<file path="config.mk">
export PLATFORM = sky130hd
export DESIGN_NAME = board_ctrl
export DESIGN_NICKNAME = d
export VERILOG_FILES = /design/src/rtl/board_pkg.sv /design/src/rtl/mole_lfsr.sv /design/src/rtl/board_ctrl.sv
export SDC_FILE = /design/constraint.sdc
export NUM_CORES = 1
export LEC_CHECK = 0
export ABC_AREA = 1
export ABC_CLOCK_PERIOD_IN_PS = 2850
export BUFFER_PORTS_ARGS = -buffer_cell sky130_fd_sc_hd__buf_2
export CAP_MARGIN = 20
export CELL_PAD_IN_SITES_DETAIL_PLACEMENT = 1
export CELL_PAD_IN_SITES_GLOBAL_PLACEMENT = 2
export CORE_ASPECT_RATIO = 1.1
export CORE_MARGIN = 4
export CORE_UTILIZATION = 32
export CTS_BUF_LIST = sky130_fd_sc_hd__clkbuf_16
export DETAILED_ROUTE_END_ITERATION = 16
export HOLD_SLACK_MARGIN = 0.05
export MAX_ROUTING_LAYER = met4
export PLACE_DENSITY = 0.79
export SYNTH_ARGS = -nofsm -noshare
export SYNTH_HDL_FRONTEND = slang
export SYNTH_SLANG_ARGS = --single-unit
export TNS_END_PERCENT = 10
</file>
<file path="constraint.sdc">
create_clock -name clk -period 2.85 [get_ports clk]
set_input_delay 0.57 -clock clk [delete_from_list [all_inputs] [get_ports clk]]
set_output_delay 0.57 -clock clk [all_outputs]
set_load 0.005 [all_outputs]
</file>
<file path="src/rtl/board_pkg.sv">
// Shared types and defaults for the whack-a-mole round sequencer.
package board_pkg;

    typedef enum logic [2:0] {
        ST_IDLE = 3'd0,
        ST_GAP  = 3'd1,
        ST_UP   = 3'd2,
        ST_HIT  = 3'd3,
        ST_MISS = 3'd4,
        ST_OVER = 3'd5
    } state_e;

    localparam int unsigned N_MOLES_DEF    = 8;
    localparam logic [27:0] UP_INIT_DEF    = 28'd100_000_000;
    localparam logic [27:0] UP_MIN_DEF     = 28'd30_000_000;
    localparam logic [27:0] UP_STEP_DEF    = 28'd5_000_000;
    localparam logic [27:0] GAP_TIME_DEF   = 28'd50_000_000;
    localparam logic [27:0] FLASH_TIME_DEF = 28'd25_000_000;
    localparam int unsigned MAX_MISS_DEF   = 4;

    // Fibonacci taps 16,14,13,11 expressed as bit positions 15,13,12,10
    localparam logic [15:0] LFSR_SEED = 16'hACE1;
    localparam logic [15:0] LFSR_TAPS = 16'hB400;

    function automatic int unsigned clog2(input int unsigned n);
        int unsigned w;
        w = 0;
        for (int unsigned i = 0; i < 32; i++) begin
            if ((64'd1 << i) < 64'(n)) w = i + 1;
        end
        return w;
    endfunction

endpackage

</file>
<file path="src/rtl/mole_lfsr.sv">
// Free-running 16-bit Fibonacci LFSR used to pick the next mole.
module mole_lfsr
    import board_pkg::*;
(
    input  logic        clk,
    input  logic        rst_n,
    output logic [15:0] lfsr
);

    logic [15:0] lfsr_q, lfsr_d;

    always_comb begin
        lfsr_d = {lfsr_q[14:0], ^(lfsr_q & LFSR_TAPS)};
    end

    always_ff @(posedge clk) begin
        if (!rst_n) lfsr_q <= LFSR_SEED;
        else        lfsr_q <= lfsr_d;
    end

    assign lfsr = lfsr_q;

endmodule

</file>
<file path="src/rtl/board_ctrl.sv">
// Whack-a-mole round sequencer: times mole windows via the board timer,
// judges button presses, and tracks score, misses and up-window length.
module board_ctrl
    import board_pkg::*;
#(
    parameter int unsigned N_MOLES    = N_MOLES_DEF,
    parameter logic [27:0] UP_INIT    = UP_INIT_DEF,
    parameter logic [27:0] UP_MIN     = UP_MIN_DEF,
    parameter logic [27:0] UP_STEP    = UP_STEP_DEF,
    parameter logic [27:0] GAP_TIME   = GAP_TIME_DEF,
    parameter logic [27:0] FLASH_TIME = FLASH_TIME_DEF,
    parameter int unsigned MAX_MISS   = MAX_MISS_DEF
) (
    input  logic               clk,
    input  logic               rst_n,
    input  logic               start,
    input  logic [N_MOLES-1:0] btn_hit,
    input  logic               time_trigger,
    output logic               timer_load,
    output logic [27:0]        timer_loadval,
    output logic [N_MOLES-1:0] mole_mask,
    output logic               flash_hit,
    output logic               flash_miss,
    output logic [7:0]         score,
    output logic [3:0]         misses,
    output logic               game_over,
    output logic               busy
);

    localparam int unsigned IDX_W = clog2(N_MOLES);

    logic [15:0] lfsr;
    logic        unused_lfsr_hi;

    mole_lfsr u_lfsr (
        .clk   (clk),
        .rst_n (rst_n),
        .lfsr  (lfsr)
    );

    assign unused_lfsr_hi = ^lfsr[15:IDX_W];

    state_e             state_q, state_d;
    logic [27:0]        up_time_q, up_time_d;
    logic [IDX_W-1:0]   prev_idx_q, prev_idx_d;
    logic               timer_load_q, timer_load_d;
    logic [27:0]        timer_loadval_q, timer_loadval_d;
    logic [N_MOLES-1:0] mole_mask_q, mole_mask_d;
    logic               flash_hit_q, flash_hit_d;
    logic               flash_miss_q, flash_miss_d;
    logic [7:0]         score_q, score_d;
    logic [3:0]         misses_q, misses_d;
    logic               game_over_q, game_over_d;
    logic               busy_q, busy_d;

    logic               trig_ok;
    logic [IDX_W-1:0]   pick_idx;
    logic [28:0]        up_dec;

    always_comb begin
        state_d         = state_q;
        up_time_d       = up_time_q;
        prev_idx_d      = prev_idx_q;
        timer_load_d    = 1'b0;
        timer_loadval_d = timer_loadval_q;
        mole_mask_d     = mole_mask_q;
        score_d         = score_q;
        misses_d        = misses_q;

        // A trigger arriving while a fresh load is on the wire belongs to the old count
        trig_ok = time_trigger & ~timer_load_q;

        pick_idx = lfsr[IDX_W-1:0];
        if (pick_idx == prev_idx_q) pick_idx = pick_idx + IDX_W'(1);

        up_dec = {1'b0, up_time_q} - {1'b0, UP_STEP};

        case (state_q)
            ST_IDLE, ST_OVER: begin
                if (start) begin
                    score_d   = '0;
                    misses_d  = '0;
                    up_time_d = UP_INIT;
                    state_d   = ST_GAP;
                end
            end
            ST_GAP: begin
                if (trig_ok) begin
                    mole_mask_d           = '0;
                    mole_mask_d[pick_idx] = 1'b1;
                    prev_idx_d            = pick_idx;
                    state_d               = ST_UP;
                end
            end
            ST_UP: begin
                if (btn_hit == mole_mask_q) begin
                    if (score_q != 8'hFF) score_d = score_q + 8'd1;
                    if (up_dec[28] || (up_dec[27:0] < UP_MIN)) up_time_d = UP_MIN;
                    else                                        up_time_d = up_dec[27:0];
                    mole_mask_d = '0;
                    state_d     = ST_HIT;
                end else if ((btn_hit != '0) || trig_ok) begin
                    misses_d    = misses_q + 4'd1;
                    mole_mask_d = '0;
                    state_d     = ST_MISS;
                end
            end
            ST_HIT: begin
                if (trig_ok) state_d = ST_GAP;
            end
            ST_MISS: begin
                if (trig_ok) state_d = (misses_q == 4'(MAX_MISS)) ? ST_OVER : ST_GAP;
            end
            default: state_d = ST_IDLE;
        endcase

        if (state_d != state_q) begin
            case (state_d)
                ST_GAP: begin
                    timer_load_d    = 1'b1;
                    timer_loadval_d = GAP_TIME;
                end
                ST_UP: begin
                    timer_load_d    = 1'b1;
                    timer_loadval_d = up_time_d;
                end
                ST_HIT, ST_MISS: begin
                    timer_load_d    = 1'b1;
                    timer_loadval_d = FLASH_TIME;
                end
                default: timer_load_d = 1'b0;
            endcase
        end

        flash_hit_d  = (state_d == ST_HIT);
        flash_miss_d = (state_d == ST_MISS);
        game_over_d  = (state_d == ST_OVER);
        busy_d       = (state_d != ST_IDLE) && (state_d != ST_OVER);
    end

    always_ff @(posedge clk) begin
        if (!rst_n) begin
            state_q         <= ST_IDLE;
            up_time_q       <= UP_INIT;
            prev_idx_q      <= '0;
            timer_load_q    <= 1'b0;
            timer_loadval_q <= '0;
            mole_mask_q     <= '0;
            flash_hit_q     <= 1'b0;
            flash_miss_q    <= 1'b0;
            score_q         <= '0;
            misses_q        <= '0;
            game_over_q     <= 1'b0;
            busy_q          <= 1'b0;
        end else begin
            state_q         <= state_d;
            up_time_q       <= up_time_d;
            prev_idx_q      <= prev_idx_d;
            timer_load_q    <= timer_load_d;
            timer_loadval_q <= timer_loadval_d;
            mole_mask_q     <= mole_mask_d;
            flash_hit_q     <= flash_hit_d;
            flash_miss_q    <= flash_miss_d;
            score_q         <= score_d;
            misses_q        <= misses_d;
            game_over_q     <= game_over_d;
            busy_q          <= busy_d;
        end
    end

    assign timer_load    = timer_load_q;
    assign timer_loadval = timer_loadval_q;
    assign mole_mask     = mole_mask_q;
    assign flash_hit     = flash_hit_q;
    assign flash_miss    = flash_miss_q;
    assign score         = score_q;
    assign misses        = misses_q;
    assign game_over     = game_over_q;
    assign busy          = busy_q;

endmodule

</file>
Word-level counts from Yosys, hierarchy flattened --
Cells that the tools add are included.
Storage, ports and cells: flip-flop bits (word level) 103, input bits 12, output and inout port bits 53, logic and storage cells 94
Cells by class: add/sub/neg operators 4, magnitude comparators 3, equal/unequal tests 23, multiplexer cells 29, bitwise operators 2, reductions and logical operators 20
Operators by type and width (number):
- 28-bit two-way mux | 3
- 28-bit case mux with 3 select lines | 1
- 28-bit case mux with 2 select lines | 1
- 8-bit two-way mux | 6
- 8-bit case mux with 2 select lines | 2
- 28-bit by 23-bit subtractor with 29-bit output, second input constant | 1
- 28-bit by 25-bit less-than comparator with 1-bit output, second input constant | 1
- 3-bit two-way mux | 8
- 16-bit parity | 1
- 3-bit case mux with 5 select lines | 1
- 3-bit by 2-bit == test with 1-bit output, second input constant | 4
- 3-bit == test, second input constant | 4
- 4-bit two-way mux | 3
- 2-bit != test, second input constant | 6
- 8-bit by 1-bit adder with 8-bit output, second input constant | 1
- 8-bit == test | 1
- 8-bit != test, second input constant | 1
- 4-bit case mux with 2 select lines | 1
- 4-bit AND reduction | 2
- 8-bit nonzero test | 1
- 3-bit by 1-bit == test with 1-bit output, second input constant | 2
- 3-bit != test, second input constant | 2
- 2-bit AND reduction | 3
- 3-bit nonzero test | 2
- other kinds (18) | 23

Depth between registers and ports, before layout --
Gate-level depths: netlist of the first run.
depth after elaboration 10, depth in mapped cells 22, mapped depth without buffers 22

Cells and area by module --
From an unflattened synthesis of the first run, not the netlist that was laid out.
Second synthesis, totals: cell total of the unflattened synthesis 826, area, all modules 5579.1 um^2
Modules (own cells, without submodules):
- board_ctrl | instances 1, cells an instance 746, area each 4937.2 um^2, sequential area each 1741.7 um^2
- mole_lfsr | instances 1, cells an instance 80, area each 641.9 um^2, sequential area each 320.3 um^2

Least setup slack after synthesis of the first run --
No wires, ideal clock.
path type input-to-reg, from in time_trigger, to reg mole_mask_q[0], in the netlist mole_mask[0], setup time 128 ps, data arrival time 2197 ps, required time 2722 ps, setup slack 525 ps, cell stages on the path 18, path buffers 1, cells stage by stage inv_1 nor2_1 inv_1 nor2_4 inv_2 o211ai_2 inv_2 nand2_2 inv_2 nand2_2 nand2_4 nand2_2 nand2_2 a21oi_4 buf_4 nand2_1 o21ai_1 nor2_1
On the way: word-level cells in the longest chain between the ends 4, elaborated cells between the ends (all ways) 5, classes of those cells eq/ne (2); bitwise (1); reduce/logical (2)
RTL lines:
- start, declared | line board_ctrl.sv:18 | input logic time_trigger,
- 1-bit bitwise AND * | line board_ctrl.sv:71 | trig_ok = time_trigger & ~timer_load_q;
- 1-bit logical OR | line board_ctrl.sv:102 | end else if ((btn_hit != '0) || trig_ok) begin
- 3-bit != test (no line)
- 3-bit AND reduction (no line) *
- end signal, assigned | line board_ctrl.sv:161 | mole_mask_q <= mole_mask_d;
- end, declared | line board_ctrl.sv:48 | logic [N_MOLES-1:0] mole_mask_q, mole_mask_d;
Every way passes the cells marked *; elsewhere a longest branch is shown, timed or not. A chain may end at the register's enable or synchronous reset.

Final worst setup path of the first run --
from reg state_q[2], to reg mole_mask_q[6], in the netlist mole_mask[6]
On the way: word-level cells in the longest chain between the ends 3, elaborated cells between the ends (all ways) 7, classes of those cells eq/ne (4); mux (1); reduce/logical (2)
RTL lines:
- start, declared | line board_ctrl.sv:43 | state_e state_q, state_d;
- start signal, assigned | line board_ctrl.sv:156 | state_q <= state_d;
- 3-bit by 2-bit == test with 1-bit output or 3-bit by 1-bit == test with 1-bit output (tied branches) | line board_ctrl.sv:78 | case (state_q)
- 3-bit != test (no line) (tied with other cells)
- 3-bit AND reduction (no line)
Several ways; a longest one is shown, not always the timed one.

==> results.rst, run 1 <==
.. list-table::
   :header-rows: 1

   * - Metric
     - Value
   * - Result of the run
     - completed
   * - Number of fill cells in the layout
     - about 2100
   * - Insertion delay to the later sink of the worst-skew pair
     - about 340 ps
   * - Average wire per standard cell
     - roughly 16 µm
   * - Root cell of the clock tree
     - sky130_fd_sc_hd__clkbuf_16
   * - Warning count from the yosys run
     - 0
   * - Floorplan die height
     - approximately 140 µm
   * - Overall track demand over capacity in global routing
     - 0.199
   * - Count of mapped cells out of synthesis
     - between 700 and 800
   * - Crit Path Category
     - reg -> reg
   * - Required time of the worst setup path
     - around 3100 ps
   * - Half-perimeter wire length after placement
     - 14.2 mm
   * - Fin Clk Skew
     - roughly 7 ps
   * - Commonest cells after routing, fill and taps aside
     - 214 x sky130_fd_sc_hd__nand2_1, 100 x sky130_fd_sc_hd__dfxtp_1, 94 x sky130_fd_sc_hd__inv_1, 89 x sky130_fd_sc_hd__nor2_1, 64 x sky130_fd_sc_hd__buf_2
   * - Worst setup margin
     - about 220 ps
   * - Area inside the core boundary
     - roughly 16000 µm²
   * - Die width
     - ~130 µm
   * - Syn Std Cell Area
     - 5340 µm²
   * - TritonCTS buffer count
     - 9
   * - Sequential share of the synthesized area
     - 0.386
   * - Number of rows in the core area
     - 49
   * - Die outline area
     - 18800 µm²
   * - Arrival time at the worst endpoint
     - 2910 ps
   * - Unrepaired setup endpoints after global routing
     - no
   * - Final Cycle Share
     - 0.924
   * - Largest net degree at the start of global routing
     - between 40 and 50
   * - Setup violators final
     - 0
   * - CP Capture Type
     - flop
   * - Synth-to-Final Area Change
     - 19.1%
   * - Number of global-route vias before repair
     - approximately 5700
   * - Via count
     - roughly 5300
   * - Worst slack at placement
     - 5.17 ps
   * - Cell-by-cell listing of the critical path
     - inv_1 > nand3_1 > nand2_1 > a31oi_1 > nand2_4 > inv_1 > o21ai_2 > nand2_2 > nand2_2 > a21oi_4 > buf_4 > o21ai_1 > nor2_1
   * - Setup TNS Final
     - 0 ps
   * - Post-synth cell types
     - 44
   * - Syn_nets
     - about 800
   * - Layout Nets
     - between 800 and 900
   * - First-pass iteration count of the detailed router
     - 4
   * - Stage delay of the slowest cell on the critical path
     - 490 ps
   * - First-pass GRT wire length
     - between 20 and 30 mm
   * - Maximum clock frequency
     - ~0.38 GHz
   * - Deepest clock path buffer count
     - 2
   * - Flop2flop setup slack
     - about 220 ps
   * - Slew Limit Fails
     - 0
   * - Total congestion overflow after global routing
     - 0
   * - Antenna diodes
     - 0
   * - RePlAce Congestion
     - around 0.90
   * - Max-Cap Viols
     - 0
   * - Critical path peak fanout
     - 16
   * - Number of I/O port buffers
     - 64
   * - Ports
     - 65
   * - Post-detailed-route via-to-cell ratio
     - 4.94
   * - TritonCTS clock tree
     - built
   * - Syn avg cell area
     - 6.75 µm²
   * - Total Wirelength
     - between 15 and 20 mm
   * - Total number of H-tree levels
     - 3
   * - Dominant delay contributor by cell family on the critical path
     - compound AO/OA/AOI/OAI gates
   * - Pleak
     - just over 0.003 µW
   * - Cell with the largest stage delay on the worst path
     - sky130_fd_sc_hd__dfxtp_1
   * - Count of buffer and inverter cells on the critical path
     - 3
   * - Number of antenna violations at the first check in global routing
     - 0
   * - Number of routed nets with antenna violations
     - 0
   * - Max-slew headroom at the worst pin
     - 0.658
   * - Crit path time final
     - 2630 ps
   * - Worst-path clk slew
     - 70 ps
   * - Layout cells sized above 1
     - 0.185
   * - Number of endpoints with negative hold slack in the final report
     - 0
   * - Hold/Removal Path Class
     - reg -> reg
   * - Effective utilization at floorplan
     - 0.326
   * - Transition time of the tightest slew-check pin
     - between 400 and 500 ps
   * - CTS sink cnt
     - 103
   * - Buffers inserted by post-CTS timing repair
     - 0
   * - Number of register bits inferred by synthesis
     - 103
   * - Power Dens Cells
     - roughly 760 nW/µm²
   * - Critical path startpoint category
     - flop
   * - Number of DRC markers in iteration 0
     - 186
   * - Remaining routing DRC violations
     - 0
   * - Highest ir drop seen on vdd
     - between 0.2 and 0.3 mV
   * - Commonest non-fill, non-tap cell in the layout
     - sky130_fd_sc_hd__nand2_1
[final timing paths]
| path | from | end | cells after the start |
|---|---|---|---|
| worst max-delay path | state_q[2] | mole_mask[6] | 13 |
| worst min-delay path | u_lfsr.lfsr[5] | u_lfsr.lfsr[6] | 1 |
| worst max register to register | state_q[2] | mole_mask[6] | 13 |
| worst min register to register | u_lfsr.lfsr[5] | u_lfsr.lfsr[6] | 1 |
[flip-flops by register name, summed over array words and instances (netlist names)]
| signal | count |
|---|---|
| busy | 1 |
| flash_hit | 1 |
| flash_miss | 1 |
| game_over | 1 |
| misses | 4 |
| mole_mask | 8 |
| prev_idx_q | 3 |
| score | 8 |
| state_q | 3 |
| timer_load | 1 |
| timer_loadval | 28 |
| u_lfsr.lfsr | 16 |
| up_time_q | 28 |
[worst register-to-register path: stages, from the launching register on]
cell                      delay (ps)
sky130_fd_sc_hd__dfxtp_1         490
sky130_fd_sc_hd__inv_1           140
sky130_fd_sc_hd__nand3_1         120
sky130_fd_sc_hd__nand2_1         160
sky130_fd_sc_hd__a31oi_1         380
sky130_fd_sc_hd__nand2_4         110
sky130_fd_sc_hd__inv_1           130
sky130_fd_sc_hd__o21ai_2          90
sky130_fd_sc_hd__nand2_2          60
sky130_fd_sc_hd__nand2_2          90
sky130_fd_sc_hd__a21oi_4         380
sky130_fd_sc_hd__buf_4           230
sky130_fd_sc_hd__o21ai_1          70
sky130_fd_sc_hd__nor2_1          120
[synth_stat cells, drive strengths merged]
cell type,instances,area (µm²)
nor3,12,76.3
o2111ai,1,8.76
o22ai,5,31.3
xor2,13,114
xnor2,12,105
o21a,1,7.51
o211a,1,10.0
buf,11,72.6
inv,107,402
nand3,56,293
clkbuf,10,37.5
nor2,97,394
a22oi,2,15.0
a21oi,42,221
nand4,14,87.6
o211ai,6,50.1
mux2i,1,10.0
dfxtp,103,2060
a31oi,2,12.5
nor3b,6,45.0
ha,5,62.6
o21ai,44,224
nand2,225,885
o221ai,1,8.76
a211oi,4,35.0
or2,10,65.1
o31ai,1,7.51
[stage by stage]
step / util / hold WS, ps / area [µm²] / cells / total power, µW
CTS: 0.387 / 421 / 6340 / 1082 / 4870
global route: 0.389 / 436 / 6360 / 1082 / 5170
finish: 0.389 / 418 / 6360 / 1082 / 4810
floorplan: - / 390 / 5340 / 792 / 2830
global placement: 0.367 / 396 / 6010 / 1066 / 3420
detailed placement: 0.367 / 402 / 6010 / 1066 / 3480
[logic make-up after synthesis]
family / after synthesis / share of synthesized area
AO/OA/AOI/OAI: 110 / 0.118
XOR/XNOR: 25 / 0.0410
adder cells (fa/ha/maj): 5 / 0.0117
buffers and inverters: 128 / 0.0958
flip-flops: 103 / 0.386
multiplexers: 1 / 0.00187
AND/OR/NAND/NOR: 420 / 0.345
[final cells by class]
type,instances,area (µm²),share of cell area
sequential,103,2070,0.325
tap,204,255,0.0401
clock buffer,9,225,0.0354
multi-input combinational,561,2790,0.439
timing repair buffer,91,523,0.0822
inverter,107,402,0.0631
clock inverter,7,100,0.0157
[layer usage]
layer / vias up / part of all wire / global-route usage
li1: 2680 / - / -
met1: 2583 / 0.45 / 0.235
met2: 62 / 0.51 / 0.366
met3: 16 / 0.028 / 0.0238
met4: 0 / 0.011 / 0.0464
met5: - / 0 / -
[power breakdown]
part | internal (µW) | leakage (µW) | switching [µW]
sequential | 1650 | 0.000840 | 191
clock | 782 | 0.000161 | 584
combinational | 563 | 0.00203 | 1050
total | 2990 | 0.00303 | 1820
[timing repair]
action | 4_1_cts | 5_1_grt
hold buffers | 0 | 0
resized for setup | 0 | 13
setup endpoints to repair | 0 | 35
(Power assumes the default switching activity.)
==> run 2, diff against run 1 <==
--- a/config.mk
+++ b/config.mk
@@ -5,7 +5,6 @@
 export SDC_FILE = /design/constraint.sdc
 export NUM_CORES = 1
 export LEC_CHECK = 0
-export ABC_AREA = 1
 export ABC_CLOCK_PERIOD_IN_PS = 2850
 export BUFFER_PORTS_ARGS = -buffer_cell sky130_fd_sc_hd__buf_2
 export CAP_MARGIN = 20
@@ -13,12 +12,12 @@
 export CELL_PAD_IN_SITES_GLOBAL_PLACEMENT = 2
 export CORE_ASPECT_RATIO = 1.1
 export CORE_MARGIN = 4
-export CORE_UTILIZATION = 32
+export CORE_UTILIZATION = 35
 export CTS_BUF_LIST = sky130_fd_sc_hd__clkbuf_16
 export DETAILED_ROUTE_END_ITERATION = 16
 export HOLD_SLACK_MARGIN = 0.05
 export MAX_ROUTING_LAYER = met4
-export PLACE_DENSITY = 0.79
+export PLACE_DENSITY = 0.8
 export SYNTH_ARGS = -nofsm -noshare
 export SYNTH_HDL_FRONTEND = slang
 export SYNTH_SLANG_ARGS = --single-unit
==> results.rst, run 2 <==
.. list-table::
   :header-rows: 1

   * - Metric
     - Value
   * - Worst slack at placement
     - -290 ps
   * - Number of endpoints with negative hold slack in the final report
     - 0
   * - Worst-path clk slew
     - ~80 ps
   * - Area share of xor/xnor cells in the synthesized design
     - 0.0511
   * - Crit Path Category
     - reg -> reg
   * - First-pass iteration count of the detailed router
     - 4
   * - Largest family of logic cells by synthesized area
     - simple AND/OR/NAND/NOR gates
   * - Layout cells sized above 1
     - 0.297
   * - Max-slew headroom at the worst pin
     - 0.458
   * - Power Dens Cells
     - between 500 and 600 nW/µm²
   * - Simple-gate share of the synthesized area
     - 0.236
   * - Half-perimeter wire length after placement
     - between 10 and 15 mm
   * - Ports
     - 65
   * - Multiplexer fraction of the synthesized cell area
     - 0.0224
   * - Adder and majority cell fraction of the synthesized area
     - 0.0126
   * - Part of the power in the clock network
     - 0.376
   * - Number of fill cells in the layout
     - about 1700
   * - Amount of wire on met3 after detailed routing
     - about 490 µm
   * - Area inside the core boundary
     - 13900 µm²
   * - Power after layout
     - approximately 3200 µW
   * - Average wire per standard cell
     - approximately 19 µm
   * - Syn_nets
     - 596
   * - Slew Limit Fails
     - 0
   * - Remaining routing DRC violations
     - 0
   * - Sequential share of the synthesized area
     - 0.415
   * - Area taken by multi-input logic gates
     - around 2800 µm²
   * - Crit path time final
     - about 3000 ps
   * - Logic pwr share
     - 0.139
   * - Most common flop cell mapped by yosys
     - sky130_fd_sc_hd__dfxtp_1
   * - Met2 routed WL
     - approximately 8.6 mm
   * - Transition time of the tightest slew-check pin
     - about 810 ps
   * - Floorplan die height
     - around 130 µm
   * - Leading cell types by total area after synthesis
     - sky130_fd_sc_hd__dfxtp_1 42%, sky130_fd_sc_hd__nor2_1 5.2%, sky130_fd_sc_hd__a21oi_1 3.8%
   * - Number of flops mapped to enable cells by yosys
     - 0
   * - Insertion delay to the later sink of the worst-skew pair
     - 360 ps
   * - Final Cycle Share
     - 1.04
   * - Switching power of the nets
     - 911 µW
   * - First-pass GRT wire length
     - 25.9 mm
   * - Pleak
     - roughly 0.0026 µW
   * - Count of mapped cells out of synthesis
     - a little under 600
   * - Post-synth cell types
     - between 70 and 80
   * - RePlAce Congestion
     - around 0.9
   * - Number of antenna violations at the first check in global routing
     - 0
   * - Top layer used by detailed routing
     - met4
   * - Antenna diodes
     - 0
   * - Synth-to-Final Area Change
     - 28.7%
   * - Maximum clock frequency
     - 0.338 GHz
   * - CP Capture Type
     - flop
   * - Fraction of synthesis flops using an asynchronous set or reset pin
     - 0
   * - CTS sink cnt
     - 103
   * - Number of register bits inferred by synthesis
     - 103
   * - Die outline area
     - 16200 µm²
   * - Internal power of the cells
     - around 2300 µW
   * - Number of I/O port buffers
     - between 60 and 70
   * - Largest net degree at the start of global routing
     - between 40 and 50
   * - Critical path peak fanout
     - 7
   * - TritonCTS clock tree
     - built
   * - Result of the run
     - complete, but fails checks
   * - Deepest clock path buffer count
     - 2
   * - Post-detailed-route via-to-cell ratio
     - about 5.4
   * - Violations in the final reports
     - negative setup slack
   * - Fraction of post-synthesis cell area in the top cell type by area
     - 0.415
   * - Unrepaired setup endpoints after global routing
     - yes
   * - Number of rows in the core area
     - between 40 and 50
   * - Reg area
     - roughly 2100 µm²
   * - Commonest non-fill, non-tap cell in the layout
     - sky130_fd_sc_hd__dfxtp_1
   * - Critical path startpoint category
     - flop
   * - Via count
     - 4767
   * - Net switching share of the total power
     - 0.284
   * - Hold/Removal Path Class
     - reg -> reg
   * - Arrival time at the worst endpoint
     - approximately 3200 ps
   * - Required time of the worst setup path
     - around 3100 ps
   * - Effective utilization at floorplan
     - 0.359
   * - Warning count from the yosys run
     - 0
   * - Cell type contributing the most total cell area after synthesis
     - sky130_fd_sc_hd__dfxtp_1
   * - Number of global-route vias before repair
     - approximately 5000
   * - Register share of total power
     - 0.485
   * - Layout Nets
     - 709
   * - Number of routed nets with antenna violations
     - 0
   * - Root cell of the clock tree
     - sky130_fd_sc_hd__clkbuf_16
   * - Total congestion overflow after global routing
     - 0
   * - Syn Std Cell Area
     - around 5000 µm²
   * - Overall track demand over capacity in global routing
     - 0.211
   * - Commonest cells post-synth
     - 103 x sky130_fd_sc_hd__dfxtp_1, 69 x sky130_fd_sc_hd__nor2_1, 47 x sky130_fd_sc_hd__nand2_1, 38 x sky130_fd_sc_hd__a21oi_1, 26 x sky130_fd_sc_hd__o21ai_0
   * - Compound-gate portion of the synthesized area
     - 0.218
   * - Max-Cap Viols
     - 0
   * - Worst setup margin
     - -111 ps
   * - Commonest cells after routing, fill and taps aside
     - 101 x sky130_fd_sc_hd__dfxtp_1, 67 x sky130_fd_sc_hd__nor2_1, 64 x sky130_fd_sc_hd__buf_2, 61 x sky130_fd_sc_hd__buf_4, 47 x sky130_fd_sc_hd__nand2_1
   * - Number of DRC markers in iteration 0
     - 242
   * - Setup violators final
     - 4
   * - Fin Clk Skew
     - 11.3 ps
   * - Die width
     - approximately 120 µm
   * - Total Wirelength
     - 16.8 mm
   * - Highest ir drop seen on vdd
     - 0.276 mV
   * - TritonCTS buffer count
     - 9
   * - Total number of H-tree levels
     - 3
   * - Most used standard cell by instance count after synthesis
     - sky130_fd_sc_hd__dfxtp_1
   * - Syn avg cell area
     - about 8.6 µm²
   * - Routed length on met1
     - roughly 7.4 mm
   * - Cts-stage hold buffer count
     - 0
## run 2: cell count changes after synthesis, sizes merged, moves of 6 or more
cell | previous run | this run
and2 | 0 | 21
nor2 | 97 | 70
nand3 | 56 | 12
nor2b | 0 | 6
nor3 | 12 | 20
a22oi | 2 | 9
inv | 107 | 14
mux2i | 1 | 10
nand2 | 225 | 47
nand2b | 0 | 17
o21ai | 44 | 28
nand4 | 14 | 7
clkbuf | 10 | 19
## run 2: power groups by stage
| stage | clock network (µW) | logic [µW] | registers (µW) |
|---|---|---|---|
| detailed placement | 0 | 446 | 1590 |
| global route | 1310 | 492 | 1560 |
| finish | 1210 | 447 | 1560 |
| floorplan | 0 | 259 | 1580 |
| CTS | 1240 | 450 | 1560 |
| global placement | 0 | 439 | 1590 |
## run 2: path summary, 6_finish.rpt
check | startpoint | to | slack [ps] | cells past startpoint
hold reg to reg | u_lfsr.lfsr[6] | u_lfsr.lfsr[7] | 420 | 1
setup / recovery | up_time_q[7] | timer_loadval[6] | -110 | 14
setup reg to reg | up_time_q[7] | timer_loadval[6] | -110 | 14
hold / removal | u_lfsr.lfsr[6] | u_lfsr.lfsr[7] | 420 | 1
## run 2: routing by layer
metal	vias to the layer above	track usage
li1	2292	-
met5	-	-
met3	25	0.0316
met4	0	0.0753
met2	92	0.346
met1	2358	0.262
## run 2: critical path, cell delays in order, from the launching register on
cell and delay, ps:
sky130_fd_sc_hd__dfxtp_2 350, sky130_fd_sc_hd__inv_1 50, sky130_fd_sc_hd__ha_2 160, sky130_fd_sc_hd__buf_4 150
sky130_fd_sc_hd__nor2b_4 160, sky130_fd_sc_hd__nand2_1 100, sky130_fd_sc_hd__a211oi_1 380, sky130_fd_sc_hd__a32o_2 230
sky130_fd_sc_hd__a311oi_4 120, sky130_fd_sc_hd__o21ai_4 230, sky130_fd_sc_hd__a211oi_4 100, sky130_fd_sc_hd__buf_12 140
sky130_fd_sc_hd__buf_4 130, sky130_fd_sc_hd__mux2_2 270, sky130_fd_sc_hd__a221o_1 290
## run 2: per-stage QoR
step	setup TNS (ps)	utilization	cell area (µm²)	hold WS [ps]	cells
after floorplan	0	-	4970	386	579
after global placement	-1310	0.422	5850	393	861
after detailed placement	-4090	0.422	5850	397	861
after CTS	-219	0.447	6190	424	880
after global routing	-2220	0.462	6390	452	885
final	-138	0.462	6390	421	885
## run 2: cells by family (layout without fill, tap and decap cells)
group | Yosys count | after routing
simple gates | 233 | 233
mux | 11 | 11
buf+inv | 47 | 165
flops | 103 | 103
compound gates | 151 | 151
fa+ha+maj | 5 | 5
xor+xnor | 29 | 29
## run 2: final cells by class
type,instances,share of cell area
Clock inverter,7,0.00959
Sequential cell,103,0.323
Tap cell,188,0.0368
Inverter,15,0.00881
Multi-Input combinational cell,429,0.445
Timing Repair Buffer,134,0.142
Clock buffer,9,0.0352
## run 2: timing repair
item,in CTS,in global routing
cloned,0,1
buffers inserted,3,4
endpoints found under the hold margin,0,0
pin swaps,6,17
resized for setup,10,40
endpoints found under the setup margin,29,36
==> run 3, diff against run 2 <==
--- a/config.mk
+++ b/config.mk
@@ -5,19 +5,20 @@
 export SDC_FILE = /design/constraint.sdc
 export NUM_CORES = 1
 export LEC_CHECK = 0
-export ABC_CLOCK_PERIOD_IN_PS = 2850
+export ABC_CLOCK_PERIOD_IN_PS = 3400
 export BUFFER_PORTS_ARGS = -buffer_cell sky130_fd_sc_hd__buf_2
 export CAP_MARGIN = 20
 export CELL_PAD_IN_SITES_DETAIL_PLACEMENT = 1
 export CELL_PAD_IN_SITES_GLOBAL_PLACEMENT = 2
 export CORE_ASPECT_RATIO = 1.1
 export CORE_MARGIN = 4
-export CORE_UTILIZATION = 35
-export CTS_BUF_LIST = sky130_fd_sc_hd__clkbuf_16
+export CORE_UTILIZATION = 36
+export CTS_BUF_LIST = sky130_fd_sc_hd__clkbuf_2 sky130_fd_sc_hd__clkbuf_4 sky130_fd_sc_hd__clkbuf_8
 export DETAILED_ROUTE_END_ITERATION = 16
 export HOLD_SLACK_MARGIN = 0.05
 export MAX_ROUTING_LAYER = met4
-export PLACE_DENSITY = 0.8
+export PLACE_DENSITY = 0.82
+export SLEW_MARGIN = 40
 export SYNTH_ARGS = -nofsm -noshare
 export SYNTH_HDL_FRONTEND = slang
 export SYNTH_SLANG_ARGS = --single-unit
==> constraint.sdc (replaced) <==
create_clock -name clk -period 3.4 [get_ports clk]
set_input_delay 0.68 -clock clk [delete_from_list [all_inputs] [get_ports clk]]
set_output_delay 0.68 -clock clk [all_outputs]
set_load 0.005 [all_outputs]
==> results.rst, run 3 (synthesized netlist as in run 2, its figures left out) <==
.. list-table::
   :header-rows: 1

   * - Metric
     - Value
   * - Cells after DPL
     - around 820
   * - Number of DRC markers in iteration 0
     - approximately 270
   * - FF-to-FF path depth
     - 12
   * - Maximum clock frequency
     - between 0.3 and 0.4 GHz
   * - Deepest clock path buffer count
     - 2
   * - Hold/Removal Path Class
     - reg -> reg
   * - # resized after CTS
     - 0
   * - First-pass iteration count of the detailed router
     - 4
   * - CP Capture Type
     - flop
   * - Number of I/O port buffers
     - 64
   * - Critical path startpoint category
     - flop
   * - Largest net degree at the start of global routing
     - 43
   * - Floorplan die height
     - approximately 130 µm
   * - Required time of the worst setup path
     - between 3000 and 4000 ps
   * - Levels on crit path
     - 12
   * - Stage delay of the slowest cell on the critical path
     - ~400 ps
   * - Layout Nets
     - about 660
   * - Remaining routing DRC violations
     - 0
   * - Synth-to-Final Area Change
     - 15.7%
   * - Commonest non-fill, non-tap cell in the layout
     - sky130_fd_sc_hd__dfxtp_1
   * - Setup TNS Final
     - 0 ps
   * - Die width
     - between 100 and 150 µm
   * - Count of buffer and inverter cells on the critical path
     - 2
   * - Slew Limit Fails
     - 0
   * - Effective utilization at floorplan
     - 0.371
   * - Cell-by-cell listing of the critical path
     - inv_1 > ha_1 > and4b_1 > or2_0 > and2_4 > and4_1 > o22ai_1 > o21ai_2 > a211oi_4 > buf_4 > mux2_2 > a221o_1
   * - Antenna diodes
     - 0
   * - Dominant delay contributor by cell family on the critical path
     - simple AND/OR/NAND/NOR gates
   * - Layout cells sized above 1
     - 0.206
   * - Setup violators final
     - 0
   * - Unrepaired setup endpoints after global routing
     - no
   * - Number of cells in the finished layout apart from fillers
     - between 800 and 900
   * - Number of antenna violations at the first check in global routing
     - 0
   * - Cts-stage hold buffer count
     - 0
   * - Fin Clk Skew
     - ~18 ps
   * - Pleak
     - about 0.0023 µW
   * - Half-perimeter wire length after placement
     - roughly 12 mm
   * - Total congestion overflow after global routing
     - 0
   * - Critical path peak fanout
     - 12
   * - Area inside the core boundary
     - between 10000 and 15000 µm²
   * - Max-Cap Viols
     - 0
   * - Max-slew headroom at the worst pin
     - 0.512
   * - RePlAce Congestion
     - about 0.93
   * - Power Dens Cells
     - approximately 430 nW/µm²
   * - Commonest cells after routing, fill and taps aside
     - 103 x sky130_fd_sc_hd__dfxtp_1, 69 x sky130_fd_sc_hd__nor2_1, 64 x sky130_fd_sc_hd__buf_2, 47 x sky130_fd_sc_hd__nand2_1, 38 x sky130_fd_sc_hd__a21oi_1
   * - Ports
     - 65
   * - Crit path time final
     - 3210 ps
   * - Result of the run
     - completed
   * - Worst-path clk slew
     - ~130 ps
   * - Finished Cell Area
     - between 5000 and 6000 µm²
   * - Post-detailed-route via-to-cell ratio
     - around 5.5
   * - Insertion delay to the later sink of the worst-skew pair
     - approximately 400 ps
   * - Power after layout
     - around 2500 µW
   * - Final Cycle Share
     - 0.943
   * - Number of endpoints with negative hold slack in the final report
     - 0
   * - Number of global-route vias before repair
     - roughly 4700
   * - Arrival time at the worst endpoint
     - between 3000 and 4000 ps
   * - Buffers inserted by post-CTS timing repair
     - 0
   * - Via count
     - ~4600
   * - CTS sink cnt
     - between 100 and 150
   * - Root cell of the clock tree
     - sky130_fd_sc_hd__clkbuf_8
   * - Highest ir drop seen on vdd
     - about 0.19 mV
   * - TritonCTS buffer count
     - 9
   * - First-pass GRT wire length
     - 25.5 mm
   * - Cell with the largest stage delay on the worst path
     - sky130_fd_sc_hd__dfxtp_1
   * - Number of routed nets with antenna violations
     - 0
   * - Average wire per standard cell
     - 18.9 µm
   * - Overall track demand over capacity in global routing
     - 0.207
   * - TritonCTS clock tree
     - built
   * - Number of rows in the core area
     - between 40 and 50
   * - Number of stages on the worst hold path
     - 1
   * - Total number of H-tree levels
     - 3
   * - Crit Path Category
     - reg -> reg
   * - Instance area after placement
     - roughly 5500 µm²
   * - Transition time of the tightest slew-check pin
     - ~730 ps
   * - Total Wirelength
     - ~16 mm
   * - Die outline area
     - about 16000 µm²
-- run 3: cell types whose count changed in the layout (fill, tap and decap cells not counted), moves of 4 or more --
cell	change
sky130_fd_sc_hd__clkbuf_8	+9
sky130_fd_sc_hd__buf_4	-37
sky130_fd_sc_hd__clkbuf_16	-9
sky130_fd_sc_hd__buf_6	-6
sky130_fd_sc_hd__o21ai_0	+4
-- run 3: per-layer routing --
metal	global-route usage	wire length, µm
met1	0.256	7130
met2	0.339	7670
met3	0.0413	722
met4	0.0662	287
met5	-	0
-- run 3: worst paths after layout --
check / startpoint / slack, ps / end
worst max-delay path: up_time_q[6] / 190 / timer_loadval[6]
worst min-delay path: u_lfsr.lfsr[5] / 430 / u_lfsr.lfsr[6]
worst max register to register: up_time_q[6] / 190 / timer_loadval[6]
worst min register to register: u_lfsr.lfsr[5] / 430 / u_lfsr.lfsr[6]
-- run 3: report_power, final --
group	internal, µW	switching (µW)	leakage [µW]
combinational	146	223	0.00135
clock	297	515	0.000105
sequential	1260	36.7	0.000840
total	1710	775	0.00230
-- run 3: cell type report --
cell class | count | area, µm²
sequential | 103 | 2060
timing repair buffer | 88 | 500
clock buffer | 9 | 124
tap | 184 | 230
clock inverter | 7 | 86.3
inverter | 15 | 56.3
multi-input combinational | 429 | 2690
fill | 1632 | 7630
-- run 3: per-stage QoR --
stage / utilization / worst slack, ps / hold slack, ps
2_1_floorplan: - / 556 / 386
3_3_place_gp: 0.414 / 303 / 394
3_5_place_dp: 0.414 / 228 / 409
4_1_cts: 0.429 / 203 / 433
5_1_grt: 0.429 / 14.8 / 463
6_report: 0.429 / 194 / 425
-- run 3: worst register-to-register path: stages (launching register included) --
cell	delay (ps)
sky130_fd_sc_hd__dfxtp_1	410
sky130_fd_sc_hd__inv_1	60
sky130_fd_sc_hd__ha_1	220
sky130_fd_sc_hd__and4b_1	360
sky130_fd_sc_hd__or2_0	370
sky130_fd_sc_hd__and2_4	230
sky130_fd_sc_hd__and4_1	210
sky130_fd_sc_hd__o22ai_1	100
sky130_fd_sc_hd__o21ai_2	280
sky130_fd_sc_hd__a211oi_4	110
sky130_fd_sc_hd__buf_4	200
sky130_fd_sc_hd__mux2_2	280
sky130_fd_sc_hd__a221o_1	280
